[config.mk]
export PLATFORM = sky130hd
export DESIGN_NAME = byte_fifo
export DESIGN_NICKNAME = d
export VERILOG_FILES = /design/src/rtl/byte_fifo.sv
export SDC_FILE = /design/constraint.sdc
export NUM_CORES = 1
export LEC_CHECK = 0
export CAP_MARGIN = 20
export CORE_MARGIN = 1
export CORE_UTILIZATION = 43
export CTS_BUF_LIST = sky130_fd_sc_hd__clkbuf_8 sky130_fd_sc_hd__clkbuf_16
export DETAILED_ROUTE_END_ITERATION = 8
export PLACE_DENSITY_LB_ADDON = 0.05
export SLEW_MARGIN = 25
export SYNTH_ARGS = -nofsm -noshare
export SYNTH_HDL_FRONTEND = slang
export SYNTH_SLANG_ARGS = --single-unit
[constraint.sdc]
create_clock -name clk -period 2.6 [get_ports clk]
set_input_delay 0.26 -clock clk [delete_from_list [all_inputs] [get_ports clk]]
set_output_delay 0.26 -clock clk [all_outputs]
set_load 0.05 [all_outputs]
[src/rtl/byte_fifo.sv]
// First-word-fall-through byte FIFO with valid/ready on both sides.
// Exposes occupancy and sticky overflow/underflow attempt flags.
module byte_fifo #(
    parameter int WIDTH = 8,
    parameter int DEPTH = 16
) (
    input  logic                       clk,
    input  logic                       rstb,
    input  logic [WIDTH-1:0]           in_data,
    input  logic                       in_valid,
    output logic                       in_ready,
    output logic [WIDTH-1:0]           out_data,
    output logic                       out_valid,
    input  logic                       out_ready,
    output logic [$clog2(DEPTH):0]     count,
    output logic                       ovf,
    output logic                       udf
);

    localparam int AW = $clog2(DEPTH);
    localparam int CW = AW + 1;

    logic [WIDTH-1:0] mem_q [DEPTH];

    logic [AW-1:0] wr_ptr_q, wr_ptr_d;
    logic [AW-1:0] rd_ptr_q, rd_ptr_d;
    logic [CW-1:0] count_q, count_d;
    logic          ovf_q, ovf_d;
    logic          udf_q, udf_d;

    logic full, empty, push, pop;

    // Full/empty come from the occupancy counter so flags never depend
    // combinationally on the handshake inputs.
    assign full  = (count_q == CW'(DEPTH));
    assign empty = (count_q == '0);

    assign in_ready  = ~full;
    assign out_valid = ~empty;
    assign push      = in_valid & ~full;
    assign pop       = out_ready & ~empty;

    assign out_data = mem_q[rd_ptr_q];
    assign count    = count_q;
    assign ovf      = ovf_q;
    assign udf      = udf_q;

    // Next-state for pointers, occupancy and sticky error flags.
    always_comb begin
        wr_ptr_d = wr_ptr_q;
        rd_ptr_d = rd_ptr_q;
        count_d  = count_q;
        ovf_d    = ovf_q;
        udf_d    = udf_q;
        if (push) begin
            wr_ptr_d = wr_ptr_q + AW'(1);
        end
        if (pop) begin
            rd_ptr_d = rd_ptr_q + AW'(1);
        end
        if (push && !pop) begin
            count_d = count_q + CW'(1);
        end else if (pop && !push) begin
            count_d = count_q - CW'(1);
        end
        if (in_valid && full) begin
            ovf_d = 1'b1;
        end
        if (out_ready && empty) begin
            udf_d = 1'b1;
        end
    end

    // Control state; reset discards every queued entry at once.
    always_ff @(posedge clk or negedge rstb) begin
        if (!rstb) begin
            wr_ptr_q <= '0;
            rd_ptr_q <= '0;
            count_q  <= '0;
            ovf_q    <= 1'b0;
            udf_q    <= 1'b0;
        end else begin
            wr_ptr_q <= wr_ptr_d;
            rd_ptr_q <= rd_ptr_d;
            count_q  <= count_d;
            ovf_q    <= ovf_d;
            udf_q    <= udf_d;
        end
    end

    // Storage is left uncleared on reset; head is read straight from it.
    always_ff @(posedge clk) begin
        if (push) begin
            mem_q[wr_ptr_q] <= in_data;
        end
    end

endmodule
* Word-level counts from Yosys, hierarchy flattened
Memory sizes are Yosys's and may differ from the RTL's. Cells that the tools add are included.
Word-level totals: bits of input ports 12, flip-flop bits (word level) 15, output and inout port bits 17, bits in read-only memories 0, RAM bits 128, word-level logic and storage cells 27, memories 1, bits in latches 0
Memories:
- mem_q | words 16, bits a word 8, read ports 1, clocked after Yosys merged registers in 0, write ports 1, RTL line 23 | logic [WIDTH-1:0] mem_q [DEPTH];
Cells by class: div/mod/pow operators 0, $lt $le $gt $ge 0, reductions and logical operators 8, multiplexer cells 4, add/sub/neg operators 4, bitwise operators 4, equality and inequality tests 1, shift operators 0, multipliers 0
Operator list (number):
- two-way mux 5 bit | 2
- adder 4 x 1 -> 4 bit, second input constant | 2
- adder 5 x 1 -> 5 bit, second input constant | 1
- == test 5 bit, second input constant | 1
- zero test 5 bit | 1
- subtractor 5 x 1 -> 5 bit, second input constant | 1
- logical AND 1 bit | 4
- bitwise AND 1 bit | 2
- zero test 1 bit | 2
- two-way mux 1 bit | 2
- inverter 1 bit | 2
- nonzero test 2 bit | 1

* Longest topological paths before layout
Gate-level depths: netlist of the first run.
word-level depth 7, gate-level depth with buffers 10, depth with buffers taken out 10

* Worst setup path after synthesis of the first run
OpenSTA, ideal clock, no wires.
path kind register -> register, from register count_q[0], in the netlist count[0], to register count_q[4], in the netlist count[4], path slack -0.353 ns, setup time 0.144 ns, buffers on the path 0, stages on the path, launching flop included 11, period minus slack after synthesis 2.953 ns, required time 2.456 ns, arrival time 2.808 ns, cell sequence dfrtp_1 -> nor4_4 -> nand2b_2 -> nand2_2 -> ha_1 -> inv_1 -> fa_1 -> a21o_1 -> a21oi_1 -> mux2i_1 -> xnor2_1
Between the ends: cells in the longest elaborated chain, start to end 6, elaborated cells on any way between the ends 15, those cells by class add/sub (2); eq/ne (1); mux (2); bitwise (4); reduce/logical (6)
RTL lines:
- from (decl) | RTL line 27 | logic [CW-1:0] count_q, count_d;
- from (signal assigned) | RTL line 85 | count_q <= count_d;
- zero test 5 bit * | RTL line 36 | assign empty = (count_q == '0);
- inverter 1 bit *
- via out_valid | RTL line 13 | output logic out_valid,
- bitwise AND 1 bit * | RTL line 41 | assign pop = out_ready & ~empty;
- zero test 1 bit | RTL line 61 | if (push && !pop) begin
- logical AND 1 bit | RTL line 61
- two-way mux 5 bit / nonzero test 2 bit (equally long branches)
The timed path passes the listed nets; every way through them passes the cells marked *. The select of a mux whose other input is x is not followed. A chain may end at the register's enable or synchronous reset.

* Final worst setup path of the first run
from register rd_ptr_q[0], to output port out_data[7]
Between the ends: cells in the longest elaborated chain, start to end 1
RTL lines:
- from (decl) | RTL line 26 | logic [AW-1:0] rd_ptr_q, rd_ptr_d;
- from (signal assigned) | RTL line 84 | rd_ptr_q <= rd_ptr_d;
- memory read (16 x 8 bit)
- to (decl) | RTL line 12 | output logic [WIDTH-1:0] out_data,
No other way between the ends.

==> results of run 1 <==
==> cell type report <==
class / count / area (µm²)
inverter: 5 / 18.77
timing repair buffer: 61 / 544.3
tap: 176 / 220.2
multi-input combinational: 158 / 1590
clock buffer: 17 / 425.4
fill: 1085 / 6158
clock inverter: 14 / 113.9
sequential: 143 / 4224
==> routing by layer <==
metal,share of wire [%],vias to the layer above
met5,0,-
met1,47,1554
met3,3.6,15
met4,1.6,0
li1,-,1411
met2,48,53
==> power by group <==
group	total, W	switching, W	internal (W)
combinational	0.00362	0.00216	0.00146
sequential	0.00306	0.000222	0.00284
clock	0.00222	0.000850	0.00137
==> stage by stage <==
stage	cells	setup WS, ns	total power (W)	area, µm²	util, %
after floorplan	323	0.01343	0.005585	5931	-
after global placement	535	0.1649	0.006550	6482	48.76
after detailed placement	535	0.1204	0.006571	6482	48.76
after CTS	566	0.02207	0.008822	7037	52.93
after global routing	574	0.005344	0.009340	7137	53.68
final	574	0.08726	0.008905	7137	53.68
==> critical path: cells and delay by family (launching register included) <==
kind	cells	cell delay [ns]
AO/OA/AOI/OAI	1	0.20
buffers and inverters	2	0.46
multiplexers	1	0.56
AND/OR/NAND/NOR	1	0.12
flip-flops	1	0.46
==> cells in the mapped netlist <==
cell / instances / share of area, %
fa_1: 1 / 0.34
mux2_2: 1 / 0.19
nor3_1: 4 / 0.34
a221oi_2: 9 / 2.3
o21bai_1: 1 / 0.13
a22oi_1: 8 / 1.0
nand3_1: 1 / 0.085
o21ai_0: 9 / 0.76
mux2_1: 1 / 0.19
a21oi_1: 2 / 0.17
clkbuf_1: 3 / 0.19
mux4_2: 16 / 6.1
buf_2: 2 / 0.17
a221oi_1: 7 / 1.0
nand2b_1: 2 / 0.21
buf_1: 2 / 0.13
edfxtp_1: 128 / 65
ha_1: 9 / 1.9
buf_6: 7 / 1.3
buf_12: 1 / 0.34
xnor2_1: 9 / 1.3
nand2_1: 16 / 1.0
and2_4: 1 / 0.15
nand2_2: 2 / 0.21
nor2b_1: 1 / 0.11
inv_1: 5 / 0.32
a31o_2: 1 / 0.15
buf_4: 2 / 0.25
nor2_1: 14 / 0.89
dfrtp_1: 15 / 6.4
nor4_4: 1 / 0.36
mux2i_1: 33 / 5.6
a21o_1: 2 / 0.25
xor2_1: 1 / 0.15
a21boi_2: 1 / 0.19
nand2b_2: 1 / 0.15
nand4_1: 2 / 0.21
o21ai_1: 2 / 0.17
==> layout by cell type, fill, tap and decap left out, types with 4 or more instances in the layout <==
cell type          n
mux2i_1           33
a221oi_2          12
dfrtp_1           11
nor3_1             4
ha_1               8
dfrtp_2            4
a22oi_1            8
o21ai_0            9
clkdlybuf4s50_1   20
buf_4             36
nand2_1           16
mux4_2            16
clkbuf_16         17
nor2_1            14
xnor2_1            9
inv_1             10
edfxtp_1         128
==> kinds of logic (layout without fill, tap and decap cells) <==
family	Yosys count	after routing	synth area share [%]
AO/OA/AOI/OAI	42	42	6.173
XOR/XNOR	10	10	1.485
adder cells (fa/ha/maj)	10	10	2.249
buffers and inverters	22	97	2.737
flip-flops	143	143	71.53
multiplexers	51	51	12.09
AND/OR/NAND/NOR	45	45	3.734
==> worst paths after layout <==
check	startpoint	slack, ns	end	cells past startpoint
max	rd_ptr_q[0]	0.09	out_data[7]	5
min	rstb	0.29	count[3]	1
max reg2reg	count[2]	0.16	count[4]	10
min reg2reg	ovf	0.48	ovf	1
max in group asynchronous	rstb	1.80	count[2]	1
min in group clk	ovf	0.48	ovf	1
==> registers in the layout, indices dropped and copies added, names as in the netlist <==
register	count
mem_q	128
count	5
rd_ptr_q	4
wr_ptr_q	4
ovf	1
udf	1
==> what timing repair did <==
action	in CTS	in global routing
setup buffers	0	8
setup endpoints to repair	8	8
gates resized for setup	3	7
pin swaps	1	3
==> results by group, run 1 <==
Critical path
  – Setup CP Type: flip-flop to primary output
  – WP data required: 2.34 ns
  – Worst path slowest cell: mux4_2
  – CP Capture Type: primary output
  – CP arrival: 2.25 ns
  – Startpoint types: flip-flop
  – CP cell instances: buf_12, mux4_2, a22oi_1, nand2_1, buf_4
  – Worst stage delay on the critical path: roughly 0.56 ns
  – Crit path max fanout: 26

Detailed routing
  – Post-route DRC: 0
  – Vias per std cell: 5.284
  – WL per Instance: between 20 and 25 µm
  – First-pass detailed-route iteration total: 4
  – Total number of vias: 3033
  – Detailed Route Iter0 Violations: roughly 140
  – DRT antenna net count: 0
  – Final wirelength: 11840 µm

Floorplanning
  – IO Count: 29
  – Die area: 14190 µm²
  – Die W: 119.1 µm
  – Starting Density: 44.36%
  – Core Rows: 42
  – Die Y: 119.1 µm
  – Core area: around 13000 µm²

STA
  – Period minus WS final: 2.513 ns
  – Hold Vio Cnt, Final: 0
  – Fin crit share: 96.64%
  – FMAX: 398.0 MHz
  – Final setup vio count: 0
  – Setup_tns: 0 ns
  – Max_slew headroom: 50.65%
  – Slew @ Worst Pin: 0.7379 ns
  – Worst clock skew: a little under 0.007 ns
  – Slew Viols, Final: 0
  – Hold Slack: about 0.29 ns
  – RSZ-0062 raised after global routing: no

Global route
  – Grt ovf: 0
  – Gr busiest metal: met2
  – Largest net degree at the start of global routing: 27
  – First-pass GRT wire length: 18310 µm
  – M3 GR Usage: 4.358%
  – Initial antenna violation count: 0
  – Met2 GRT Util: between 20% and 30%
  – Met1 usage: 24.89%
  – Gr usage total: 18.12%
  – Vias in the first global route: 3071

Job
  – MaxCap Viol Count: 0

Clock network
  – Num CTS Buffers: 17
  – Root buffer cell: clkbuf_16
  – Longest Clk Path Bufs: 2
  – Worst skew pair latency: 0.42 ns
  – Hold-fix buffers, CTS: 0
  – CTS clk-pin slew, worst paths: 0.06 ns
  – H-tree level count: 4
  – CTS tree: yes
  – Clock sink count: about 140

Power and ir drop
  – VDD IR max: 0.6018 mV
  – Pleak: 2.560 nW
  – PwrDens: 1248 nW/µm²

Yosys
  – Syn Inst Count: about 320
  – Syn_nets: 345
  – Yosys reg bits: about 140
  – Netlist cell types: 38
  – Syn. warnings: 0
  – Seq/Total Area, Yosys: 71.53%
  – Avg Cell Area, Syn: 18.26 µm²
  – Mapped Area: 5898 µm²

Worst hold path
  – Worst min path class: input port to asynchronous set/reset pin

Cells and area
  – Fin nets: around 410
  – Number of antenna diodes: 0
  – Share of cells above drive strength 1: 27.64%
  – Area grow syn2layout: 21.00%

Place
  – PortBufs: 28
  – Post-DP HPWL: 7869 µm
  – GP Congestion: 0.7218

Run status
  – Status: finished, final reports clean
(Power assumes the default switching activity.)
==> inputs of run 2 (changes only) <==
==> constraint.sdc (replaced) <==
create_clock -name clk -period 2.8 [get_ports clk]
set_input_delay 0.28 -clock clk [delete_from_list [all_inputs] [get_ports clk]]
set_output_delay 0.28 -clock clk [all_outputs]
set_load 0.05 [all_outputs]
==> results by group, run 2 (synthesized netlist as in run 1, its figures left out) <==
Cells and area
  – Number of antenna diodes: 0 (unchanged)
  – Fin nets: 395 (was 408)
  – Final Instance Area: 7037 µm² (was 7137 µm²)
  – Most common cell after layout, fill and taps aside: edfxtp_1 (unchanged)
  – Post-route insts no fill: 562 (was 574)
  – Commonest non-fill, non-tap cells in the layout: edfxtp_1, mux2i_1, buf_4 (was edfxtp_1, buf_4, mux2i_1)
  – Largest register by flop count: mem_q (unchanged)
  – Share of cells above drive strength 1: 24.09% (was 27.64%)
  – Max reg flops: 128 (unchanged)
  – Area grow syn2layout: 19.30% (was 21.00%)

Clock network
  – Root buffer cell: clkbuf_16 (unchanged)
  – Worst skew pair latency: 0.42 ns (about the same)
  – Hold-fix buffers, CTS: 0 (unchanged)
  – Post-CTS Setup Repair Bufs: 0 (unchanged)
  – CTS tree: yes (unchanged)
  – CTS clk-pin slew, worst paths: 0.06 ns (about the same)
  – Clock sink count: 143 (unchanged)
  – H-tree level count: 4 (unchanged)
  – Num CTS Buffers: 17 (unchanged)
  – Post-cts sizing count: 0 (was 3)
  – Longest Clk Path Bufs: 2 (unchanged)

STA
  – Fin crit share: 93.95%
  – Final setup vio count: 0 (unchanged)
  – RSZ-0062 raised after global routing: no (unchanged)
  – Hold Vio Cnt, Final: 0 (unchanged)
  – Slew Viols, Final: 0 (unchanged)
  – Worst clock skew: 0.008526 ns (was 0.006955 ns)
  – Max_slew headroom: 36.95% (was 50.65%)
  – Setup_tns: 0 ns (unchanged)
  – Slew @ Worst Pin: 0.9423 ns (was 0.7379 ns)
  – FMAX: 380.2 MHz
  – Period minus WS final: 2.631 ns

Global route
  – Vias in the first global route: 3011 (was 3071)
  – Met2 GRT Util: 27.54% (was 27.98%)
  – Grt ovf: 0 (unchanged)
  – Met1 usage: 25.31% (was 24.89%)
  – Initial antenna violation count: 0 (unchanged)
  – Largest net degree at the start of global routing: 33 (was 27)
  – M3 GR Usage: 4.550% (was 4.358%)
  – Gr busiest metal: met2 (unchanged)
  – First-pass GRT wire length: 18220 µm (was 18310 µm)
  – Gr usage total: 18.25% (was 18.12%)

Floorplanning
  – Starting Density: 44.36% (unchanged)
  – Die Y: 119.1 µm (unchanged)
  – IO Count: 29 (unchanged)
  – Core area: 13300 µm² (unchanged)
  – Die W: 119.1 µm (unchanged)
  – Die area: 14190 µm² (unchanged)
  – Core Rows: 42 (unchanged)

Power and ir drop
  – PwrDens: 1183 nW/µm² (was 1248 nW/µm²)
  – VDD IR max: 0.5429 mV (was 0.6018 mV)
  – Pleak: 2.492 nW (was 2.560 nW)

Critical path
  – CP Capture Type: primary output (unchanged)
  – Worst flop-to-flop path endpoint: count[4] (unchanged)
  – CP arrival: 2.35 ns (was 2.25 ns)
  – Worst stage delay on the critical path: 0.50 ns (was 0.56 ns)
  – Crit-path most repeated cell: buf_4
  – Worst reg2reg path depth: 10 (unchanged)
  – CP startpoint: rd_ptr_q[1] (was rd_ptr_q[0])
  – Reg2reg setup slack: 0.19 ns (was 0.16 ns)
  – CP cell instances: buf_4, and2_4, a221oi_1, o21ai_0, nand2_1, buf_4 (was buf_12, mux4_2, a22oi_1, nand2_1, buf_4)
  – Crit path max fanout: 19 (was 26)
  – Setup crit end: out_data[2] (was out_data[7])
  – Setup CP Type: flip-flop to primary output (unchanged)
  – Critical R2R Launch: count[0] (was count[2])
  – WP data required: 2.52 ns (was 2.34 ns)
  – Startpoint types: flip-flop (unchanged)
  – Worst path slowest cell: a221oi_1 (was mux4_2)

Detailed routing
  – DRT antenna net count: 0 (unchanged)
  – Detailed Route Iter0 Violations: 176 (was 143)
  – Vias per std cell: 5.192 (was 5.284)
  – Post-route DRC: 0 (unchanged)
  – Final wirelength: 11740 µm (was 11840 µm)
  – First-pass detailed-route iteration total: 4 (unchanged)
  – Total number of vias: 2918 (was 3033)
  – WL per Instance: 20.88 µm (was 20.62 µm)

Place
  – Cells after DPL: 530 (was 535)
  – Area after DPL: 6407 µm² (was 6482 µm²)
  – PortBufs: 28 (unchanged)
  – GP Congestion: 0.7508 (was 0.7218)
  – Post-DP HPWL: 7686 µm (was 7869 µm)

Job
  – MaxCap Viol Count: 0 (unchanged)

Worst hold path
  – Worst min path class: input port to asynchronous set/reset pin (unchanged)

Run status
  – Status: finished, final reports clean (unchanged)
==> run 2: cell count changes in the layout (fill, tap and decap cells not counted), sizes merged <==
cell,change
clkinv,+1
clkinvlp,+1
inv,-4
buf,-13
bufinv,+3
==> run 2: metrics by stage <==
| step | util [%] | hold WS (ns) | total power [W] | setup slack, ns |
|---|---|---|---|---|
| after floorplan | - | -0.01559 | 0.005165 | 0.03057 |
| after global placement | 48.19 | 0.4522 | 0.006005 | 0.2586 |
| after detailed placement | 48.19 | 0.4668 | 0.006024 | 0.1787 |
| after CTS | 52.91 | 0.3289 | 0.008412 | 0.07746 |
| after global routing | 52.93 | 0.3548 | 0.008724 | 0.01118 |
| final | 52.93 | 0.3197 | 0.008326 | 0.1695 |
==> run 2: metal layers <==
metal	share of wire [%]	routed length [µm]	vias to the layer above
met4	0.86	101	0
met5	0	0	-
met3	3.1	364	7
met2	47	5567	42
li1	-	-	1384
met1	49	5702	1485
==> run 2: worst min path at each step <==
stage,from,endpoint,slack (ns),cells after the start
global route,rstb,wr_ptr_q[3],0.35,1
finish,rstb,wr_ptr_q[3],0.32,1
CTS,rstb,count[4],0.33,1
detailed placement,udf,udf,0.47,1
floorplan,rstb,count[0],-0.02,0
global placement,ovf,ovf,0.45,1
==> run 2: final cells by class <==
cell class,count,area (µm²)
Inverter,5,18.77
Tap cell,176,220.2
Fill cell,1047,6259
Clock buffer,17,425.4
Clock inverter,15,201.4
Sequential cell,143,4223
Multi-Input combinational cell,158,1525
Timing Repair Buffer,48,422.9
==> run 2: worst max-delay path, delay by kind of cell, from the launching register on <==
family          cells  cell delay (ns)
simple gates        2             0.41
buf+inv             2             0.44
compound gates      2             0.69
flops               1             0.39
==> run 2: power by group <==
group          leakage, nW  internal (W)  switching [W]
Sequential            1.33       0.00264       0.000183
Clock                0.314       0.00156       0.000809
Combinational        0.851       0.00119        0.00195
